--- src/rtl/act_if.sv ---
// act_if: valid/ready beat bus between a producer and the activation pipe.
// Ports (signals): in_valid/in_ready/in_mode/in_data form the input beat handshake;
// out_valid/out_ready/out_data form the result beat handshake.
// The slave modport is the activation unit; the master modport is its environment.
interface act_if #(
  parameter int NBITS    = 16,
  parameter int CHANNELS = 4
);
  logic                      in_valid;
  logic                      in_ready;
  logic [1:0]                in_mode;
  logic [NBITS*CHANNELS-1:0] in_data;
  logic                      out_valid;
  logic                      out_ready;
  logic [NBITS*CHANNELS-1:0] out_data;
  modport master (
    output in_valid, in_mode, in_data, out_ready,
    input  in_ready, out_valid, out_data
  );
  modport slave (
    input  in_valid, in_mode, in_data, out_ready,
    output in_ready, out_valid, out_data
  );
endinterface

--- src/rtl/activation_pipe.sv ---
// activation_pipe: two-stage, multi-channel activation (ReLU, leaky ReLU, ReLU6, bypass) with backpressure.
// Ports: clk (rising edge), rst (async, active-high), bus (act_if.slave: in_valid/in_ready/in_mode/in_data,
// out_valid/out_ready/out_data). Optional feature macro ACT_STATS_EN adds stat_clr (sync clear) and
// neg_count (saturating count of negative accepted input elements).
// in_mode: 0 ReLU, 1 leaky ReLU (slope 2^-LEAK_SHIFT), 2 ReLU6, 3 bypass.
module activation_pipe #(
  parameter int NBITS      = 16,
  parameter int FRAC       = 8,
  parameter int CHANNELS   = 4,
  parameter int LEAK_SHIFT = 3
) (
  input  logic        clk,
  input  logic        rst,
  act_if.slave        bus
`ifdef ACT_STATS_EN
  ,
  input  logic        stat_clr,
  output logic [31:0] neg_count
`endif
);
  localparam int W = NBITS * CHANNELS;
  // 6.0 in the fixed-point format, clipped to the largest positive code when it does not fit
  localparam logic signed [63:0] MAX_POS = (64'sd1 <<< (NBITS - 1)) - 64'sd1;
  localparam logic signed [63:0] SIX_RAW = 64'sd6 <<< FRAC;
  localparam logic signed [63:0] SIX_SAT = (SIX_RAW > MAX_POS) ? MAX_POS : SIX_RAW;
  localparam logic [NBITS-1:0]   SIX     = SIX_SAT[NBITS-1:0];
  logic                adv;
  logic                acc;
  logic                v1_q, v1_d;
  logic                v2_q, v2_d;
  logic [1:0]          mode1_q, mode1_d;
  logic [W-1:0]        data1_q, data1_d;
  logic [CHANNELS-1:0] neg1_q, neg1_d;
  logic [CHANNELS-1:0] over1_q, over1_d;
  logic [W-1:0]        out_q, out_d;
  logic [CHANNELS-1:0] neg_in;
  logic [CHANNELS-1:0] over_in;
  logic [W-1:0]        act;
  // Both stages move together; a stalled output freezes the whole pipe, bubbles included.
  assign adv           = bus.out_ready | ~v2_q;
  assign acc           = bus.in_valid & adv;
  assign bus.in_ready  = adv;
  assign bus.out_valid = v2_q;
  assign bus.out_data  = out_q;
  for (genvar c = 0; c < CHANNELS; c++) begin : g_ch
    logic signed [NBITS-1:0] x_in;
    logic signed [NBITS-1:0] x1;
    logic signed [NBITS-1:0] lk;
    assign x_in        = bus.in_data[c*NBITS +: NBITS];
    assign neg_in[c]   = x_in[NBITS-1];
    assign over_in[c]  = x_in > $signed(SIX);
    assign x1          = data1_q[c*NBITS +: NBITS];
    assign lk          = x1 >>> LEAK_SHIFT;
    // Sign and ReLU6 limit were resolved in S1, so S2 is a pure select.
    assign act[c*NBITS +: NBITS] = (mode1_q == 2'd3) ? x1 :
                                   !neg1_q[c]        ? ((mode1_q == 2'd2 && over1_q[c]) ? SIX : x1) :
                                   (mode1_q == 2'd1) ? lk : '0;
  end
  always_comb begin
    v1_d    = adv ? bus.in_valid : v1_q;
    mode1_d = acc ? bus.in_mode : mode1_q;
    data1_d = acc ? bus.in_data : data1_q;
    neg1_d  = acc ? neg_in : neg1_q;
    over1_d = acc ? over_in : over1_q;
    v2_d    = adv ? v1_q : v2_q;
    out_d   = (adv & v1_q) ? act : out_q;
  end
  always_ff @(posedge clk or posedge rst) begin
    if (rst) begin
      v1_q    <= 1'b0;
      mode1_q <= '0;
      data1_q <= '0;
      neg1_q  <= '0;
      over1_q <= '0;
      v2_q    <= 1'b0;
      out_q   <= '0;
    end else begin
      v1_q    <= v1_d;
      mode1_q <= mode1_d;
      data1_q <= data1_d;
      neg1_q  <= neg1_d;
      over1_q <= over1_d;
      v2_q    <= v2_d;
      out_q   <= out_d;
    end
  end
`ifdef ACT_STATS_EN
  logic [31:0] cnt_q, cnt_d;
  logic [5:0]  pop;
  logic [32:0] sum;
  always_comb begin
    pop = '0;
    for (int k = 0; k < CHANNELS; k++) pop = pop + {5'd0, neg_in[k]};
    sum   = {1'b0, cnt_q} + {27'd0, pop};
    cnt_d = stat_clr ? '0 : acc ? (sum[32] ? '1 : sum[31:0]) : cnt_q;
  end
  always_ff @(posedge clk or posedge rst) begin
    if (rst) cnt_q <= '0;
    else     cnt_q <= cnt_d;
  end
  assign neg_count = cnt_q;
`endif
endmodule

--- src/flat_wrapper.sv ---
// flat-port wrapper written by rule: the top's interface ports become plain ports
module activation_pipe_flat 
#(
  parameter int NBITS      = 16,
  parameter int FRAC       = 8,
  parameter int CHANNELS   = 4,
  parameter int LEAK_SHIFT = 3
)
  (clk, rst, bus_in_valid, bus_in_mode, bus_in_data, bus_out_ready, bus_in_ready, bus_out_valid, bus_out_data);
  act_if #(.NBITS(NBITS), .CHANNELS(CHANNELS)) bus_i ();
  input  logic clk;
  input  logic rst;
  input wire logic [$bits(bus_i.in_valid)-1:0] bus_in_valid;
  input wire logic [$bits(bus_i.in_mode)-1:0] bus_in_mode;
  input wire logic [$bits(bus_i.in_data)-1:0] bus_in_data;
  input wire logic [$bits(bus_i.out_ready)-1:0] bus_out_ready;
  output wire logic [$bits(bus_i.in_ready)-1:0] bus_in_ready;
  output wire logic [$bits(bus_i.out_valid)-1:0] bus_out_valid;
  output wire logic [$bits(bus_i.out_data)-1:0] bus_out_data;
  assign bus_i.in_valid = bus_in_valid;
  assign bus_i.in_mode = bus_in_mode;
  assign bus_i.in_data = bus_in_data;
  assign bus_i.out_ready = bus_out_ready;
  assign bus_in_ready = bus_i.in_ready;
  assign bus_out_valid = bus_i.out_valid;
  assign bus_out_data = bus_i.out_data;
  activation_pipe #(.NBITS(NBITS), .FRAC(FRAC), .CHANNELS(CHANNELS), .LEAK_SHIFT(LEAK_SHIFT)) u_core (.clk(clk), .rst(rst), .bus(bus_i));
endmodule
--- config.mk ---
export PLATFORM = sky130hd
export DESIGN_NAME = activation_pipe_flat
export DESIGN_NICKNAME = d
export VERILOG_FILES = /design/src/rtl/act_if.sv /design/src/rtl/activation_pipe.sv /design/src/flat_wrapper.sv
export SDC_FILE = /design/constraint.sdc
export NUM_CORES = 1
export LEC_CHECK = 0
export CAP_MARGIN = 20
export CORE_MARGIN = 1.5
export CORE_UTILIZATION = 51
export DETAILED_ROUTE_END_ITERATION = 7
export PLACE_DENSITY = 0.88
export SLEW_MARGIN = 20
export SYNTH_ARGS = -nofsm -noshare
export SYNTH_HDL_FRONTEND = slang
export SYNTH_SLANG_ARGS = --single-unit
--- constraint.sdc ---
create_clock -name clk -period 5.8 [get_ports clk]
set_clock_uncertainty 0.05 [all_clocks]
set_input_delay 0.87 -clock clk [delete_from_list [all_inputs] [get_ports clk]]
set_output_delay 0.87 -clock clk [all_outputs]
set_load 0.005 [all_outputs]
# ---- Word-level counts from Yosys, hierarchy flattened
# Cells that the tools add are included.
dict set report word_totals {
  input_bits 70
  ff_bits 140
}
dict set report op_classes {
  n_eq_ne 3
  bitwise 4
  reduce_logical 4
  n_lt_le_gt_ge 4
  muxes 16
}
# operator count
set ops {}
lappend ops {{two-way mux 16 bit} 16}
lappend ops {{> comparator 16 x 12 -> 1 bit (second input constant)} 4}
lappend ops {{equality test 2 bit (second input constant)} 2}
lappend ops {{logical AND 1 bit} 4}
lappend ops {{AND 1 bit} 2}
lappend ops {{equality test 2 x 1 -> 1 bit (second input constant)} 1}
lappend ops {{NOT 1 bit} 1}
lappend ops {{bitwise OR 1 bit} 1}

# ---- Logic depth before layout (Yosys ltp)
dict set report depth {
  depth_word 5
  ltp_mapped 6
  mapped_depth_nobuf 4
}

# ---- Worst setup path after synthesis
# OpenSTA, ideal clock, no wires.
dict set report synth_path {
  kind {input port to output port}
  from {input bus_out_ready}
  to {output bus_in_ready}
  arrival_ns 1.324
  stages 4
  path_buffers 2
  path_slack_ns 3.556
  path_cell_list {nor2b_4 > inv_2 > buf_2 > buf_2}
}
dict set report synth_between {
  elab_chain_len 1
}
# element line_no
set synth_lines {}
lappend synth_lines {{start, declared} flat_wrapper.sv:16} ;# input wire logic [$bits(bus_i.out_ready)-1:0] bus_out_ready;
lappend synth_lines {{bitwise OR 1 bit} activation_pipe.sv:40} ;# assign adv = bus.out_ready | ~v2_q;
lappend synth_lines {{end, declared} flat_wrapper.sv:17} ;# output wire logic [$bits(bus_i.in_ready)-1:0] bus_in_ready;
# Every way passes these cells.

# ---- Final worst setup path
# Ends and elaborated chain as after synthesis.

==> impl_metrics.yaml <==
timing:
  finalCriticalPeriod_ps: 3880
  hold_slack_ps: 447
  setup_ws_ps: 1920
  setup_viol: 0
  hold_viol_final: 0
  max_freq_mhz: 258
  tns_ps: 0
  max-slew-margin-rel_pct: 31.6
  fin_crit_sh_pct: 66.9
  rsz0062_at_grt: "false"
  worstMarginPinSlew_ps: 1030
  final_max_slew_viol_count: 0
detailed_routing:
  route.vias.total: 4989
  drtAntennaViolNets: 0
  viasPerCell: 6.18
  routed_wl_um: 16300
  wl_per_cell_um: 20.2
  drcViolationCount: 10
  drt_iter0_markers: 402
  first_pass_iters: 7
worst_hold_path:
  hp-class: "reg2reg"
  holdPathStages: 1
setup_path:
  crit_fanout: 57
  cp_slowest_cell: "clkdlybuf4s50_1"
  max_stage_delay_ps: 610
  crit_arrival_ps: 2960
  crit_top_cell: "clkdlybuf4s50_1"
  setup.worst_path.start_class: "input pin"
  cp.required_ps: 4880
  crit_chain: "clkdlybuf4s50_1 -> nor2b_4 -> inv_2 -> clkdlybuf4s50_1"
  path_class: "in2out"
  cp-end-kind: "primary output"
  rr_worst_depth: 5
floorplan:
  row_count: 39
  die_w_um: 112
  start_util_pct: 52.8
  die_area_um2: 12600
  num_io_pins: 136
  die_y_um: 112
  core-area_um2: 11600
status:
  failed_checks: "DRC"
  status: "finished, violations left"
power_and_ir_drop:
  power.leakage_nw: 3.19
  powerDensity_nw_per_um2: 432
  vdd_drop_max_mv: 0.223
yosys:
  syn-instance-count: 538
  yosys_warnings: 0
  yosysUniqueCellTypes: 37
  synth_common_cells: "136 x dfrtp_1, 57 x mux2_2, 49 x nand2_1, 48 x o21ai_0, 47 x a21oi_1"
  synth_top_area_share_pct: 55.8
  syn_avg_cell_area_um2: 11.3
  ys_top_cells_by_area: "dfrtp_1 56%, mux2_2 11%, a31oi_1 4.1%"
  synth_most_common_cell: "dfrtp_1"
  ys_ff_latch: 136
  syn_nets: 608
  seq_area_frac_synth_pct: 55.8
  syn_area_um2: 6100
  yosys_most_used_dff: "dfrtp_1"
  ys_async_sr_fraction_pct: 100
  synth_top_cell_by_area: "dfrtp_1"
  synth-edff-count: 0
grt:
  antenna_found_initial: 0
  first_global_vias: 5114
  grt_usage_pct: 26.4
  grt_pass1_wl_um: 26100
  grt_overflow: 0
  grt_max_degree: 59
clock_tree:
  clkTransAtPathRegs_ps: 60
  cts_resized: 0
  clock_latency_ps: 410
  post_cts_buffers: 0
  holdBufCountCts: 0
  cts_buffers: 17
  h-tree-depth: 4
  clkSinkCount: 136
  cts-root-buf: "clkbuf_16"
  cts_buffer_depth: 2
  cts_tree: "done"
placed_design:
  hpwl_um: 10600
  placed_cells: 776
  routabilityCongestion: 0.804
  port-buffer-count: 135
  dp_slack_ps: 1740
finish:
  syn_to_final_growth_pct: 31.6
  num-nets-final: 723
  drive_gt1_share_pct: 16.1
  final_core_util_pct: 69.4
  final_cells: 807
  antenna_cells: 0
job:
  drv_cap: 0
final timing paths:
check / from / endpoint / slack (ps)
worst min register to register: u_core.data1_q[2]$_DFFE_PP0P_ / u_core.data1_q[2]$_DFFE_PP0P_ / 450
worst max-delay path: bus_out_ready / bus_in_ready / 1920
worst max register to register: u_core.bus.out_valid$_DFFE_PP0N_ / u_core.data1_q[7]$_DFFE_PP0P_ / 2710
worst min-delay path: u_core.data1_q[2]$_DFFE_PP0P_ / u_core.data1_q[2]$_DFFE_PP0P_ / 450
max in group asynchronous: rst / u_core.data1_q[1]$_DFFE_PP0P_ / 3770
min in group asynchronous: rst / u_core.bus.out_data[34]$_DFFE_PP0P_ / 820
flip-flops by register name (all words and copies together) (netlist names):
signal	cells
u_core.v1_q	1
u_core.bus.out_valid	1
u_core.mode1_q	2
u_core.over1_q	4
u_core.bus.out_data	64
u_core.data1_q	64
cell usage in the layout (no fill, tap or decap), types with 4 or more instances in the layout:
| cell | synthesis | layout |
|---|---|---|
| clkdlybuf4s50_1 | 0 | 135 |
| dfrtp_1 | 136 | 135 |
| mux2_2 | 57 | 57 |
| nand2_1 | 49 | 49 |
| o21ai_0 | 48 | 48 |
| a21oi_1 | 47 | 47 |
| a31oi_1 | 40 | 40 |
| clkbuf_16 | 0 | 17 |
| o21ai_1 | 15 | 15 |
| a2bb2oi_1 | 12 | 12 |
| mux2_1 | 9 | 9 |
| nand4_1 | 8 | 8 |
| nor4_1 | 8 | 8 |
| a22oi_1 | 6 | 6 |
| o2111ai_1 | 6 | 6 |
| o211ai_1 | 6 | 6 |
| nor3_1 | 5 | 5 |
| and3b_1 | 4 | 4 |
| inv_1 | 5 | 4 |
| a2111oi_0 | 4 | 4 |
| nor2_1 | 4 | 4 |
| a22o_1 | 4 | 4 |
| bufinv_16 | 0 | 4 |
cell type report:
cell class	instances	area (um2)
fill	841	3530
sequential	136	3400
multi-input combinational	351	2390
timing repair buffer	140	1420
clock buffer	18	429
tap	143	179
clock inverter	12	178
inverter	7	28.8
critical path, delay by kind of cell:
kind                   cells  cell delay, ps
buffers and inverters      3            1600
and+or+nand+nor            1             470
power breakdown:
part / total (mW) / internal (mW) / switching (mW)
sequential: 1.42 / 1.20 / 0.213
combinational: 0.929 / 0.549 / 0.379
clock: 1.12 / 0.715 / 0.409
logic make-up (layout without fill, tap and decap cells):
family | after synthesis | after routing | share of synthesized area (%)
flip-flops | 136 | 136 | 55.8
multiplexers | 66 | 66 | 12.2
AND/OR/NAND/NOR | 93 | 93 | 8.08
buffers and inverters | 51 | 177 | 5.02
AO/OA/AOI/OAI | 192 | 192 | 18.9
per-stage QoR:
step	power, mW	cell area [um2]
floorplan	1.82	6100
global placement	2.30	7400
detailed placement	2.34	7400
CTS	3.46	8000
global route	3.62	8030
finish	3.47	8030
layer usage:
layer  routed length (um)  GRT usage, %
met2                 8420          45.9
met4                  354          9.28
met5                    0             0
met3                  974          5.08
met1                 6550          33.3
No activity file was read; power rests on OpenSTA's default activity.
